$ cat config.mk
export PLATFORM = sky130hd
export DESIGN_NAME = pipelined_cpu_core
export DESIGN_NICKNAME = d
export VERILOG_FILES = /design/src/rtl/pipelined_cpu_core.sv
export SDC_FILE = /design/constraint.sdc
export NUM_CORES = 1
export LEC_CHECK = 0
export BUFFER_PORTS_ARGS = -buffer_cell sky130_fd_sc_hd__buf_2
export CAP_MARGIN = 15
export CORE_ASPECT_RATIO = 1.25
export CORE_MARGIN = 5
export CORE_UTILIZATION = 40
export CTS_CLUSTER_SIZE = 30
export DETAILED_ROUTE_END_ITERATION = 8
export GPL_ROUTABILITY_DRIVEN = 0
export PLACE_DENSITY = 0.54
export SLEW_MARGIN = 20
export SYNTH_ARGS = -nofsm -noshare
export SYNTH_HDL_FRONTEND = slang
export SYNTH_SLANG_ARGS = --single-unit
$ cat constraint.sdc
create_clock -name clk -period 10.6 [get_ports clk]
set_clock_uncertainty 0.05 [all_clocks]
set_input_delay 1.06 -clock clk [delete_from_list [all_inputs] [get_ports clk]]
set_output_delay 1.06 -clock clk [all_outputs]
set_load 0.02 [all_outputs]
$ cat src/rtl/pipelined_cpu_core.sv
// Three-stage (IF, EX, WB) core for the 16-bit instruction set with parametrised data/address width.
// WB->EX forwarding, one-bubble branch flush, and handshaked memories that freeze the whole pipe.
module pipelined_cpu_core #(
  parameter int DATA_W   = 16,
  parameter int ADDR_W   = 16,
  parameter int RESET_PC = 0
) (
  input  logic              clk,
  input  logic              rst,
  output logic [ADDR_W-1:0] imem_addr,
  input  logic [15:0]       imem_rdata,
  input  logic              imem_ready,
  output logic              dmem_req,
  output logic              dmem_we,
  output logic [ADDR_W-1:0] dmem_addr,
  output logic [DATA_W-1:0] dmem_wdata,
  input  logic [DATA_W-1:0] dmem_rdata,
  input  logic              dmem_ready,
  output logic              halted,
  output logic              retire,
  output logic [31:0]       retire_count
);
  localparam logic [3:0] OP_ADD  = 4'd0;
  localparam logic [3:0] OP_SUB  = 4'd1;
  localparam logic [3:0] OP_AND  = 4'd2;
  localparam logic [3:0] OP_OR   = 4'd3;
  localparam logic [3:0] OP_LDI  = 4'd4;
  localparam logic [3:0] OP_LD   = 4'd5;
  localparam logic [3:0] OP_ST   = 4'd6;
  localparam logic [3:0] OP_BEQ  = 4'd7;
  localparam logic [3:0] OP_JMP  = 4'd8;
  localparam logic [3:0] OP_HALT = 4'd9;

  logic [ADDR_W-1:0] pc;
  logic              fetch_stop;
  logic              ifex_valid;
  logic [15:0]       ifex_instr;
  logic [ADDR_W-1:0] ifex_pc;
  logic              exwb_valid;
  logic [3:0]        exwb_op;
  logic [2:0]        exwb_rd;
  logic [DATA_W-1:0] exwb_result;
  logic [ADDR_W-1:0] exwb_addr;
  logic [DATA_W-1:0] exwb_wdata;
  logic [DATA_W-1:0] regs [8];

  logic [3:0]        ex_op;
  logic [2:0]        ex_rd, ex_rs;
  logic [DATA_W-1:0] imm_ext, op_a, op_b, ex_result;
  logic [ADDR_W-1:0] disp_ext, ex_addr, ex_target;
  logic              ex_taken, ex_halt;
  logic              wb_is_ld, wb_mem, wb_wr, stall, wb_leave;
  logic [DATA_W-1:0] wb_value;

  assign ex_op    = ifex_instr[15:12];
  assign ex_rd    = ifex_instr[11:9];
  assign ex_rs    = ifex_instr[8:6];
  assign imm_ext  = {{(DATA_W-9){ifex_instr[8]}}, ifex_instr[8:0]};
  assign disp_ext = {{(ADDR_W-6){ifex_instr[5]}}, ifex_instr[5:0]};

  assign wb_is_ld = (exwb_op == OP_LD);
  assign wb_mem   = wb_is_ld || (exwb_op == OP_ST);
  assign wb_wr    = (exwb_op <= OP_LD);
  assign wb_value = wb_is_ld ? dmem_rdata : exwb_result;
  // A memory op waiting on dmem_ready freezes every stage, including the PC.
  assign stall    = exwb_valid && wb_mem && !dmem_ready;
  assign wb_leave = exwb_valid && !stall;

  assign op_a = (exwb_valid && wb_wr && exwb_rd == ex_rd) ? wb_value : regs[ex_rd];
  assign op_b = (exwb_valid && wb_wr && exwb_rd == ex_rs) ? wb_value : regs[ex_rs];

  always_comb begin
    ex_result = '0;
    case (ex_op)
      OP_ADD:  ex_result = op_a + op_b;
      OP_SUB:  ex_result = op_a - op_b;
      OP_AND:  ex_result = op_a & op_b;
      OP_OR:   ex_result = op_a | op_b;
      OP_LDI:  ex_result = imm_ext;
      default: ex_result = '0;
    endcase
  end

  // Address arithmetic mod 2^ADDR_W equals the DATA_W sum truncated.
  assign ex_addr   = op_b[ADDR_W-1:0] + disp_ext;
  assign ex_target = (ex_op == OP_JMP) ? op_b[ADDR_W-1:0] : ifex_pc + ADDR_W'(1) + disp_ext;
  assign ex_taken  = ifex_valid && ((ex_op == OP_BEQ && op_a == op_b) || ex_op == OP_JMP);
  assign ex_halt   = ifex_valid && (ex_op == OP_HALT);

  always_ff @(posedge clk or posedge rst) begin
    if (rst) begin
      pc          <= ADDR_W'(RESET_PC);
      fetch_stop  <= 1'b0;
      ifex_valid  <= 1'b0;
      ifex_instr  <= '0;
      ifex_pc     <= '0;
      exwb_valid  <= 1'b0;
      exwb_op     <= '0;
      exwb_rd     <= '0;
      exwb_result <= '0;
      exwb_addr   <= '0;
      exwb_wdata  <= '0;
    end else if (!stall) begin
      exwb_valid  <= ifex_valid;
      exwb_op     <= ex_op;
      exwb_rd     <= ex_rd;
      exwb_result <= ex_result;
      exwb_addr   <= ex_addr;
      exwb_wdata  <= op_a;
      if (ex_taken) begin
        pc         <= ex_target;
        ifex_valid <= 1'b0;
      end else if (ex_halt || fetch_stop) begin
        fetch_stop <= 1'b1;
        ifex_valid <= 1'b0;
      end else if (imem_ready) begin
        ifex_valid <= 1'b1;
        ifex_instr <= imem_rdata;
        ifex_pc    <= pc;
        pc         <= pc + ADDR_W'(1);
      end else begin
        ifex_valid <= 1'b0;
      end
    end
  end

  always_ff @(posedge clk or posedge rst) begin
    if (rst) begin
      for (int i = 0; i < 8; i++) regs[i] <= '0;
      retire       <= 1'b0;
      retire_count <= '0;
      halted       <= 1'b0;
    end else begin
      retire <= wb_leave;
      if (wb_leave) begin
        retire_count <= retire_count + 32'd1;
        if (wb_wr) regs[exwb_rd] <= wb_value;
        if (exwb_op == OP_HALT) halted <= 1'b1;
      end
    end
  end

  assign imem_addr  = pc;
  assign dmem_req   = exwb_valid && wb_mem;
  assign dmem_we    = exwb_valid && (exwb_op == OP_ST);
  assign dmem_addr  = exwb_addr;
  assign dmem_wdata = exwb_wdata;

endmodule

Word-level counts from Yosys, hierarchy flattened
Cells that the tools add are included.

Memory bits (read-only): 0. Latch bits: 0. Input port bits: 36. Logic and storage cells: 99. RAM bits: 0. Output and inout bits: 84. Memories kept: 0. Register bits: 268.

Add/sub/neg operators: 7. Bitwise logic cells: 8. Order comparisons: 5. Divide/modulo/power cells: 0. Equal/unequal tests: 14. Reduce and logical (&&, ||, !) cells: 23. Multipliers: 0. Shifts and indexed selects: 0. Mux-type cells: 20.

Operator list (number): 16-bit 2-to-1 mux (12); 128-bit bitwise mux (1); 16-bit binary-select mux with 3-bit select (2); 16-bit one-hot mux with 5 select lines (1); 16-bit adder (3); 16-bit demux with 3-bit select (1); 16-bit by 1-bit adder with 16-bit output, second input constant (2); 32-bit by 1-bit adder with 32-bit output, second input constant (1); 16-bit AND (1); 16-bit equality test (1); 4-bit by 3-bit equality test with 1-bit output, second input constant (4); 16-bit bitwise OR (1); 16-bit subtractor (1); 4-bit equality test, second input constant (3); 4-bit >= comparator, second input constant (3); 3-bit inverter with 4-bit output (3); 1-bit logical AND (11); 4-bit by 2-bit equality test with 1-bit output, second input constant (2); 3-bit equality test (2); 3-bit AND reduction (2); 4-bit by 1-bit equality test with 1-bit output, second input constant (1); 4-bit by 3-bit <= comparator with 1-bit output, second input constant (1); 4-bit logical NOT (1); 4-bit by 1-bit < comparator with 1-bit output, second input constant (1); other kinds (8) (16).

Logic depth before layout (Yosys ltp)
Gate-level depths: netlist (run 1).

Depth in word-level cells: 11. Mapped depth: 17. Gate-level depth less buffers: 16.

Least setup slack after synthesis (run 1)
OpenSTA, ideal clock, no wires.

Kind: register to register. Start: register ifex_instr[9]. End: register ifex_instr[5]. Path buffers: 4. Setup time: 125 ps. Slack: 6191 ps. Stages on the path, launching flop included: 16. Data arrival time: 4234 ps. Period minus slack after synthesis: 4409 ps. Cells stage by stage: dfrtp_1 > buf_2 > buf_1 > mux4_2 > a211oi_1 > a21oi_1 > ha_1 > buf_6 > or3_1 > or4b_4 > nor3_4 > o21a_2 > nor2_1 > nand2_4 > buf_6 > mux2_2.

Word-level cells in the longest chain between the ends: 11. Elaborated cells between the ends (all ways): 13. Classes of those cells: eq/ne: 2; mux: 4; bitwise: 2; reduce/logical: 5.

Ends and longest elaborated chain: start, declared (RTL line 37) `logic [15:0] ifex_instr;`; start signal, assigned (RTL line 118) `ifex_instr <= imem_rdata;`; 3-bit inverter with 4-bit output (implied by the code) (RTL line 69) `assign op_a = (exwb_valid && wb_wr && exwb_rd == ex_rd) ? wb_value : regs[ex_rd];`; 16-bit binary-select mux with 3-bit select (RTL line 69); 16-bit 2-to-1 mux (implied by the code) (2 in series) (RTL line 69); 16-bit 2-to-1 mux (*) (RTL line 69); named net op_a[4] (RTL line 49) `logic [DATA_W-1:0] imm_ext, op_a, op_b, ex_result;`; 16-bit equality test (*) (RTL line 87) `assign ex_taken = ifex_valid && ((ex_op == OP_BEQ && op_a == op_b) || ex_op == OP_JMP);`; 1-bit logical AND (*) (RTL line 87); 1-bit logical OR (*) (RTL line 87); 1-bit logical AND (*) (RTL line 87); 1-bit inverter (no line) (*); 4-bit AND reduction (no line) (*).

The timed path passes the listed nets; every way through them passes the cells marked *. The select of a mux whose other input is x is not followed. A chain may end at the register's enable or synchronous reset.

Final worst setup path (run 1)
Start: register exwb_op[0]. End: register ifex_instr[8].

Word-level cells in the longest chain between the ends: 10. Elaborated cells between the ends (all ways): 19. Classes of those cells: order compare: 1; eq/ne: 3; mux: 3; bitwise: 2; reduce/logical: 10.

Ends and longest elaborated chain: start, declared (RTL line 40) `logic [3:0] exwb_op;`; start signal, assigned (RTL line 105) `exwb_op <= ex_op;`; 4-bit by 3-bit <= comparator with 1-bit output (RTL line 63) `assign wb_wr = (exwb_op <= OP_LD);`; 1-bit logical AND (RTL line 69, 70); 1-bit logical AND (on tied branches) (RTL line 69, 70); 16-bit 2-to-1 mux (on tied branches) (RTL line 69, 70); 16-bit equality test (RTL line 87); 1-bit logical AND (RTL line 87); 1-bit logical OR (RTL line 87); 1-bit logical AND (RTL line 87); 1-bit inverter (no line); 4-bit AND reduction (no line) (*).

Mark *: on every way between the ends. The rest lies on a longest branch, timed or not.

==> results.sh, run 1 <==
export IMPL_status="finished clean"
export IMPL_gr_total_overflow=0
export IMPL_tightest_slew_ps=981
export IMPL_viasPerCell=5.64
export IMPL_crit_type="flop to flop"
export IMPL_min_path_type="flop to flop"
export IMPL_yosysSeqAreaShare=0.407
export IMPL_final_antenna_net_count=0
export IMPL_fin_tns_setup_ps=0
export IMPL_cts_resized=0
export IMPL_crit_family="simple AND/OR/NAND/NOR gates"
export IMPL_slowest_stage="mux2i_1"
export IMPL_postCtsSetupRepairBufs=0
export IMPL_syn_nets=1811
export IMPL_synth_warnings=0
export IMPL_drv_cap=0
export IMPL_fmax_mhz=181
export IMPL_vias=13214
export IMPL_dieWidth_um=192
export IMPL_period_needed_ps=5510
export IMPL_finalSetupViolCount=0
export IMPL_placed_cell_area_um2=17600
export IMPL_netlist_area_um2=16500
export IMPL_avgSynthCellArea_um2=9.77
export IMPL_hold_viol_final=0
export IMPL_drc=0
export IMPL_final_period_utilization=0.520
export IMPL_synthTopCellsByArea="dfrtp_1, mux4_2, ha_1"
export IMPL_portBuffers=119
export IMPL_crit_buf_inv=1
export IMPL_cts_root_buf="clkbuf_16"
export IMPL_wl_per_cell_um=20.8
export IMPL_yosysTopAreaCellShare=0.407
export IMPL_grt_pass1_vias=13240
export IMPL_drt_iter0_drc=914
export IMPL_final_cell_area_um2=18600
export IMPL_cts_max_level=1
export IMPL_die_y_um=237
export IMPL_async_reset_ff_frac=1.00
export IMPL_synthToLayoutAreaGrowth_pct=12.9
export IMPL_cp_data_arrival_time_ps=5900
export IMPL_ys_ff_latch=268
export IMPL_end_kind="flop"
export IMPL_nets=1890
export IMPL_crit_path_cell_trace="nor2b_1 > nor3b_2 > buf_4 > mux2i_1 > mux2i_1 > ha_1 > or3_1 > or4b_4 > nor3_4 > o21a_2 > nor2_1 > nand2_4 > mux2_2"
export IMPL_final_common_cell="dfrtp_1"
export IMPL_coreArea_um2=40900
export IMPL_fill_cells=3999
export IMPL_grt_max_degree=134
export IMPL_cts_clk_slew_worst_paths_ps=60
export IMPL_timing_critical_path_fanout_max=33
export IMPL_crit_top_cell="mux2i_1"
export IMPL_slowest_delay_ps=750
export IMPL_critPathLaunchType="flop"
export IMPL_final_util=0.455
export IMPL_wirelength_um=48700
export IMPL_clock_latency_ps=570
export IMPL_cts_buffer_depth=3
export IMPL_yosysUniqueCellTypes=72
export IMPL_grt_usage=0.213
export IMPL_synth_area_leader_cell="dfrtp_1"
export IMPL_design_die_area_um2=45400
export IMPL_tritoncts="done"
export IMPL_antenna_found_initial=1
export IMPL_cts_sinks=268
export IMPL_required_ps=10980
export IMPL_layout_drive_gt1_share=0.183
export IMPL_mostFrequentLayoutCells="dfrtp_1, nand2_1, a21oi_1"
export IMPL_cts_buffers=30
export IMPL_row_count=83
export IMPL_insertedDiodeCount=0
export IMPL_rsz0062_at_grt="no"
export IMPL_syn_inst=1689
export IMPL_cts_hold_buffers=0
export IMPL_pin_count=120
export IMPL_finalMaxSlewViolations=0
export IMPL_maxSlewHeadroom=0.327
export IMPL_start_util=0.403
export IMPL_grt_pass1_wl_um=76900
export IMPL_firstDrtPassIters=6
export IMPL_hpwl_um=34600
export IMPL_ys_flop_type="dfrtp_1"
export IMPL_synth_edf_count=0
per-stage QoR:
| step | setup WS, ps | hold WS (ps) | instances |
|---|---|---|---|
| floorplan | 2110 | 387 | 1689 |
| global placement | 5270 | 399 | 2288 |
| detailed placement | 5170 | 406 | 2288 |
| CTS | 5140 | 419 | 2343 |
| global route | 4770 | 427 | 2343 |
| finish | 5090 | 413 | 2343 |
metal layers:
| metal | global-route usage | vias to the layer above | part of all wire |
|---|---|---|---|
| met2 | 0.368 | 364 | 0.50 |
| met1 | 0.273 | 6479 | 0.42 |
| met5 | 0 | - | 0.00014 |
| met3 | 0.0302 | 107 | 0.049 |
| li1 | - | 6262 | - |
| met4 | 0.0742 | 2 | 0.035 |
synthesized netlist by cell type (11+ instances only):
cell type    n
dfrtp_1    268
o21ai_0    135
a21oi_1    160
clkbuf_1    73
a221oi_1    11
and3_1      12
xnor2_1     53
buf_2       16
nand3_1     29
mux4_2      64
a211oi_1    36
a31oi_1     13
mux2_2      39
a21o_1      16
o211ai_1    12
nor2b_1     29
xor2_1      24
nor2_1     145
nand2_1    171
mux2i_1     42
nor3_1      26
nand2b_1    11
ha_1        82
nand4_1     19
inv_1       65
final timing paths:
| path | from | endpoint | slack (ps) | cells past startpoint |
|---|---|---|---|---|
| min in group asynchronous | rst | exwb_rd[1]$_DFFE_PP0N_ | 640 | 2 |
| min | retire_count[31]$_DFFE_PP0P_ | retire_count[31]$_DFFE_PP0P_ | 410 | 1 |
| min reg2reg | retire_count[31]$_DFFE_PP0P_ | retire_count[31]$_DFFE_PP0P_ | 410 | 1 |
| max reg2reg | exwb_op[0]$_DFFE_PP0N_ | ifex_instr[8]$_DFFE_PP0P_ | 5090 | 13 |
| max in group asynchronous | rst | imem_addr[10]$_DFFE_PP0P_ | 8510 | 3 |
| max | exwb_op[0]$_DFFE_PP0N_ | ifex_instr[8]$_DFFE_PP0P_ | 5090 | 13 |
logic make-up (layout without fill, tap and decap cells):
logic type,Yosys count,count (layout),share of synthesized area
adders and majority gates,86,86,0.0671
xor gates and xnor gates,77,77,0.0409
muxes,145,145,0.140
DFF,268,268,0.407
AOI/OAI and AO/OA,452,452,0.165
buffers and inverters,166,268,0.0410
and+or+nand+nor,495,495,0.140
cell type report:
type / instances / area [um^2] / share of cell area
clock inverters: 13 / 104 / 0.00558
well taps: 552 / 691 / 0.0371
clock buffers: 42 / 877 / 0.0471
multi-input cells: 1255 / 9170 / 0.492
repair buffers: 148 / 817 / 0.0439
flip-flops and latches: 268 / 6710 / 0.360
inverters: 65 / 251 / 0.0135
registers in the layout, indices dropped and copies added (netlist names):
| name | flops |
|---|---|
| regs | 128 |
| ifex_pc | 16 |
| fetch_stop | 1 |
| exwb_result | 16 |
| exwb_valid | 1 |
| retire_count | 32 |
| ifex_valid | 1 |
| dmem_wdata | 16 |
| exwb_rd | 3 |
| retire | 1 |
| halted | 1 |
| ifex_instr | 16 |
| exwb_op | 4 |
| imem_addr | 16 |
| dmem_addr | 16 |
Power of run 1 is left out: the tool's default activity adds up to more than one toggle a clock period on the data nets, which glitch-free logic cannot reach.
==> run 2: changes to the inputs <==
- ABC_AREA: not set -> 1
- PLACE_DENSITY: 0.54 -> 0.56
- clock period: 10.6 -> 4.4 ns (I/O delays scaled with it)
==> run 2 against run 1 <==
Final area up 12%. Fmax up 34%. Sequential share of layout area shrank 3.8 points. Die area grew 12%. Routed wire length rose by 35%. First-iteration DRC count is 93% higher. Global-route usage rose by 4.0 points. Setup slack got worse by 4800 ps. Sequential cell count stayed put. Non-clock buffer count grew 38. Synthesized cell count is 59% higher. Via count rose by 38%.
==> results.sh, run 2 <==
export IMPL_pin_count=120
export IMPL_async_reset_ff_frac=1.00
export IMPL_yosysTopAreaCellShare=0.362
export IMPL_netlist_area_um2=18500
export IMPL_clock_latency_ps=590
export IMPL_antenna_found_initial=0
export IMPL_rsz0062_at_grt="no"
export IMPL_largest_register="regs"
export IMPL_syn_nets=2809
export IMPL_mostFrequentLayoutCells="nand2_1, inv_1, dfrtp_1"
export IMPL_final_antenna_net_count=0
export IMPL_synth_common_cells="nand2_1, inv_1, dfrtp_1, nand3_1, o21ai_0"
export IMPL_hpwl_um=47900
export IMPL_cts_sinks=268
export IMPL_die_y_um=251
export IMPL_firstDrtPassIters=6
export IMPL_layout_drive_gt1_share=0.103
export IMPL_crit_type="flop to flop"
export IMPL_insertedDiodeCount=0
export IMPL_r2r_start="exwb_op[3]$_DFFE_PP0N_"
export IMPL_dieWidth_um=202
export IMPL_coreArea_um2=46000
export IMPL_end_kind="flop"
export IMPL_final_cell_area_um2=20800
export IMPL_fill_cells=4744
export IMPL_cts_max_level=1
export IMPL_synthTopCellsByArea="dfrtp_1, nand2_1, nand3_1"
export IMPL_multi_input_area_um2=10000
export IMPL_yosysMostFrequentCell="nand2_1"
export IMPL_ys_flop_type="dfrtp_1"
export IMPL_yosysSeqAreaShare=0.362
export IMPL_status="finished clean"
export IMPL_finalSetupViolCount=0
export IMPL_start_util=0.402
export IMPL_drc=0
export IMPL_critPathLaunchType="flop"
export IMPL_maxSlewHeadroom=0.261
export IMPL_finalMaxSlewViolations=0
export IMPL_crit_family="simple AND/OR/NAND/NOR gates"
export IMPL_yosysUniqueCellTypes=48
export IMPL_grt_pass1_wl_um=102000
export IMPL_dp_slack_ps=194
export IMPL_placed_cell_area_um2=19700
export IMPL_grt_max_degree=102
export IMPL_row_count=88
export IMPL_cts_buffer_depth=3
export IMPL_crit_path_cell_trace="nor2_4 > nand2_4 > nand2_1 > nand2_1 > o21ai_1 > inv_1 > ha_1 > nor2_1 > nand2_1 > nor2_1 > nand3_1 > nand2_1 > nand2_2 > nand4_2 > buf_12 > nor2_1 > a21oi_1"
export IMPL_cp_data_arrival_time_ps=4570
export IMPL_grt_pass1_vias=17877
export IMPL_tritoncts="done"
export IMPL_nets=2903
export IMPL_period_needed_ps=4130
export IMPL_synth_edf_count=0
export IMPL_register_area_um2=6710
export IMPL_wl_per_cell_um=19.4
export IMPL_avgSynthCellArea_um2=6.89
export IMPL_fin_tns_setup_ps=0
export IMPL_top_regs="regs (128), retire_count (32)"
export IMPL_synth_area_leader_cell="dfrtp_1"
export IMPL_holdPathStages=3
export IMPL_slowest_delay_ps=620
export IMPL_cts_clk_slew_worst_paths_ps=60
export IMPL_min_from="imem_rdata[0]"
export IMPL_worst_hold_path_endpoint="ifex_instr[0]$_DFFE_PP0P_"
export IMPL_required_ps=4850
export IMPL_wirelength_um=65700
export IMPL_design_die_area_um2=50700
export IMPL_drv_cap=0
export IMPL_hold_viol_final=0
export IMPL_synthToLayoutAreaGrowth_pct=12.5
export IMPL_viasPerCell=5.40
export IMPL_largest_reg_flops=128
export IMPL_syn_inst=2687
export IMPL_fmax_mhz=242
export IMPL_crit_buf_inv=2
export IMPL_reg2reg_to="ifex_instr[8]$_DFFE_PP0P_"
export IMPL_setup_slack_ps=273
export IMPL_slowest_stage="o21ai_1"
export IMPL_reg2reg_depth=17
export IMPL_drt_iter0_drc=1766
export IMPL_min_path_type="primary input to flop"
export IMPL_cts_buffers=31
export IMPL_grt_usage=0.253
export IMPL_final_common_cell="nand2_1"
export IMPL_cts_root_buf="clkbuf_16"
export IMPL_synth_warnings=0
export IMPL_crit_top_cell="nand2_1"
export IMPL_rrSetupSlack_ps=270
export IMPL_tightest_slew_ps=1110
export IMPL_vias=18291
export IMPL_ys_ff_latch=268
export IMPL_portBuffers=119
export IMPL_final_period_utilization=0.938
export IMPL_timing_critical_path_fanout_max=65
export IMPL_gr_total_overflow=0
## run 2: cell types whose count changed after synthesis, moves of 42 or more
cell,before,now
inv_1,65,306
mux2i_1,42,0
mux4_2,64,0
nand2_1,171,763
nand3_1,29,246
o21a_1,2,55
o21ai_0,135,241
## run 2: tightest hold or removal path, stage by stage
cell	delay, ps
buf_2	70
nor2_1	40
a21oi_2	80
## run 2: metrics by stage
stage / utilization / cells / hold slack, ps
after floorplan: - / 2687 / 392
after global placement: 0.429 / 3325 / 405
after detailed placement: 0.429 / 3325 / 406
after CTS: 0.451 / 3380 / 28.0
after global routing: 0.452 / 3387 / 49.5
final: 0.452 / 3387 / 45.5
## run 2: cell families after synthesis
kind of cell / count (synthesis) / synth area share
and+or+nand+nor: 1272 / 0.287
AOI/OAI and AO/OA: 571 / 0.170
buffers and inverters: 442 / 0.0983
DFF: 268 / 0.362
adders and majority gates: 86 / 0.0597
xor gates and xnor gates: 48 / 0.0227
## run 2: area by class of cell
cell class | instances | area share
clock buffer | 45 | 0.0427
clock inverter | 9 | 0.00601
inverter | 317 | 0.0574
multi-input combinational | 1977 | 0.481
sequential | 268 | 0.322
tap | 585 | 0.0351
timing repair buffer | 186 | 0.0559
## run 2: worst max-delay path by stage
| stage | from | to | slack [ps] | cells past startpoint |
|---|---|---|---|---|
| floorplan | rst | dmem_addr[0]$_DFFE_PP0N_ | 370 | 1 |
| global placement | exwb_op[1]$_DFFE_PP0N_ | imem_addr[7]$_DFFE_PP0P_ | 230 | 18 |
| detailed placement | exwb_op[1]$_DFFE_PP0N_ | ifex_instr[8]$_DFFE_PP0P_ | 190 | 18 |
| CTS | exwb_op[3]$_DFFE_PP0N_ | ifex_instr[8]$_DFFE_PP0P_ | 180 | 18 |
| global route | ifex_instr[9]$_DFFE_PP0P_ | ifex_instr[8]$_DFFE_PP0P_ | 20 | 19 |
| finish | exwb_op[3]$_DFFE_PP0N_ | ifex_instr[8]$_DFFE_PP0P_ | 270 | 17 |
## run 2: metal layers
layer / up-vias / wire length [um] / GRT usage / part of all wire
li1: 8891 / - / - / -
met1: 8541 / 26600 / 0.318 / 0.41
met2: 701 / 32100 / 0.439 / 0.49
met3: 158 / 3780 / 0.0256 / 0.057
met4: 0 / 3210 / 0.113 / 0.049
met5: - / 0 / 0 / 0
## run 2: repair_timing
item / CTS / global route
buffers inserted: 0 / 7
gates resized for setup: 0 / 1
endpoints found under the setup margin: 0 / 50
hold endpoints to repair: 18 / 0
hold buffers: 1 / 0
Power of run 2 is left out for the same reason.
==> run 3: changes to the inputs <==
- CORE_ASPECT_RATIO: 1.25 -> 0.8
==> run 3 against run 2 <==
Fmax up 2.4%. Non-clock buffer count down 10. Worst hold slack better by 2.4 ps. Die area unchanged. Sequential cell count unchanged. Final area up 0.50%. Utilization up 0.53 points. Critical path type unchanged.
==> results.sh, run 3 (same netlist as run 2, synthesis figures left out) <==
export IMPL_status="finished clean"
export IMPL_nets=2892
export IMPL_pin_count=120
export IMPL_top_layer_used="met4"
export IMPL_setup_slack_ps=369
export IMPL_m1WireLength_um=30500
export IMPL_postCtsSetupRepairBufs=0
export IMPL_finalMaxSlewViolations=0
export IMPL_wl_per_cell_um=19.0
export IMPL_period_needed_ps=4030
export IMPL_grt_usage=0.250
export IMPL_fmax_mhz=248
export IMPL_final_common_cell="nand2_1"
export IMPL_cp_data_arrival_time_ps=4470
export IMPL_cts_clk_slew_worst_paths_ps=70
export IMPL_cts_sinks=268
export IMPL_final_period_utilization=0.916
export IMPL_finalSetupViolCount=0
export IMPL_critPathLaunchType="flop"
export IMPL_cts_root_buf="clkbuf_16"
export IMPL_largest_reg_flops=128
export IMPL_end_kind="flop"
export IMPL_grt_pass1_wl_um=102000
export IMPL_dp_slack_ps=168
export IMPL_largest_register="regs"
export IMPL_crit_type="flop to flop"
export IMPL_required_ps=4840
export IMPL_drv_cap=0
export IMPL_gr_total_overflow=0
export IMPL_insertedDiodeCount=0
export IMPL_vias=18512
export IMPL_hpwl_um=46600
export IMPL_wirelength_um=64700
export IMPL_viasPerCell=5.44
export IMPL_rsz0062_at_grt="no"
export IMPL_cts_max_level=1
export IMPL_final_antenna_net_count=0
export IMPL_clock_latency_ps=590
export IMPL_timing_hold_ws_ps=47.9
export IMPL_cts_buffer_depth=3
export IMPL_maxSlewHeadroom=0.288
export IMPL_fin_tns_setup_ps=0
export IMPL_cts_buffers=30
export IMPL_dieWidth_um=251
export IMPL_firstDrtPassIters=6
export IMPL_tritoncts="done"
export IMPL_dr_wl_met3_um=5740
export IMPL_portBuffers=119
export IMPL_grt_max_degree=92
export IMPL_design_die_area_um2=50700
export IMPL_met2_wirelength_um=27100
export IMPL_coreArea_um2=45700
export IMPL_min_path_type="primary input to flop"
export IMPL_antenna_found_initial=1
export IMPL_hold_viol_final=0
export IMPL_drt_iter0_drc=1911
export IMPL_drc=0
export IMPL_start_util=0.405
export IMPL_top_regs="regs (128), retire_count (32)"
export IMPL_fill_cells=4729
export IMPL_timing_critical_path_fanout_max=16
export IMPL_tightest_slew_ps=1070
export IMPL_row_count=70
export IMPL_synthToLayoutAreaGrowth_pct=13.1
export IMPL_grt_pass1_vias=17679
export IMPL_die_y_um=202
export IMPL_layout_drive_gt1_share=0.103
export IMPL_mostFrequentLayoutCells="nand2_1, inv_1, dfrtp_1"
==> run 3: what timing repair did <==
action                                  CTS  global route
hold buffers                              0             1
endpoints found under the setup margin    0            50
hold endpoints to repair                  0            10
gates resized for setup                   0             8
==> run 3: cell type report <==
| class | count | area [um^2] | share of cell area |
|---|---|---|---|
| timing repair buffer | 176 | 1180 | 0.0566 |
| tap | 612 | 766 | 0.0366 |
| clock inverter | 10 | 150 | 0.00717 |
| inverter | 317 | 1200 | 0.0572 |
| clock buffer | 44 | 905 | 0.0432 |
| sequential | 268 | 6710 | 0.321 |
| multi-input combinational | 1977 | 10000 | 0.479 |
==> run 3: per-layer routing <==
metal	vias to the layer above	track usage
met1	8799	0.386
li1	8872	-
met4	0	0.0479
met5	-	0
met2	750	0.367
met3	91	0.0457
==> run 3: worst paths after layout <==
kind | startpoint | end | slack (ps) | depth (start not counted)
min | imem_rdata[2] | ifex_instr[2]$_DFFE_PP0P_ | 50 | 3
max reg2reg | exwb_op[1]$_DFFE_PP0N_ | imem_addr[9]$_DFFE_PP0P_ | 370 | 21
max in group asynchronous | rst | dmem_addr[4]$_DFFE_PP0N_ | 3010 | 5
min in group asynchronous | rst | regs[62]$_DFFE_PP0P_ | 340 | 3
min reg2reg | fetch_stop$_DFFE_PP0P_ | fetch_stop$_DFFE_PP0P_ | 420 | 1
max | exwb_op[1]$_DFFE_PP0N_ | imem_addr[9]$_DFFE_PP0P_ | 370 | 21
==> run 3: worst max-delay path, stage by stage, from the launching register on <==
cell and delay (ps):
dfrtp_1 430, nor2_4 190, nand2_4 160, buf_4 200
nand2_1 50, o21a_2 230, inv_1 130, o21ai_2 260
inv_1 160, ha_1 430, nor2_1 240, nand3_1 180
nor2_1 170, nand3_1 170, nand2_1 110, nand2_2 140
nand2_1 110, nand2_2 190, nor2_1 160, nand2_1 60
nand2_1 60, inv_1 30
==> run 3: metrics by stage <==
stage	utilization	cell area (um^2)	instances
CTS	0.457	20900	3402
global route	0.458	20900	3404
finish	0.458	20900	3404
detailed placement	0.434	19800	3348
floorplan	-	18500	2687
global placement	0.434	19800	3348
Power of run 3 is left out for the same reason.
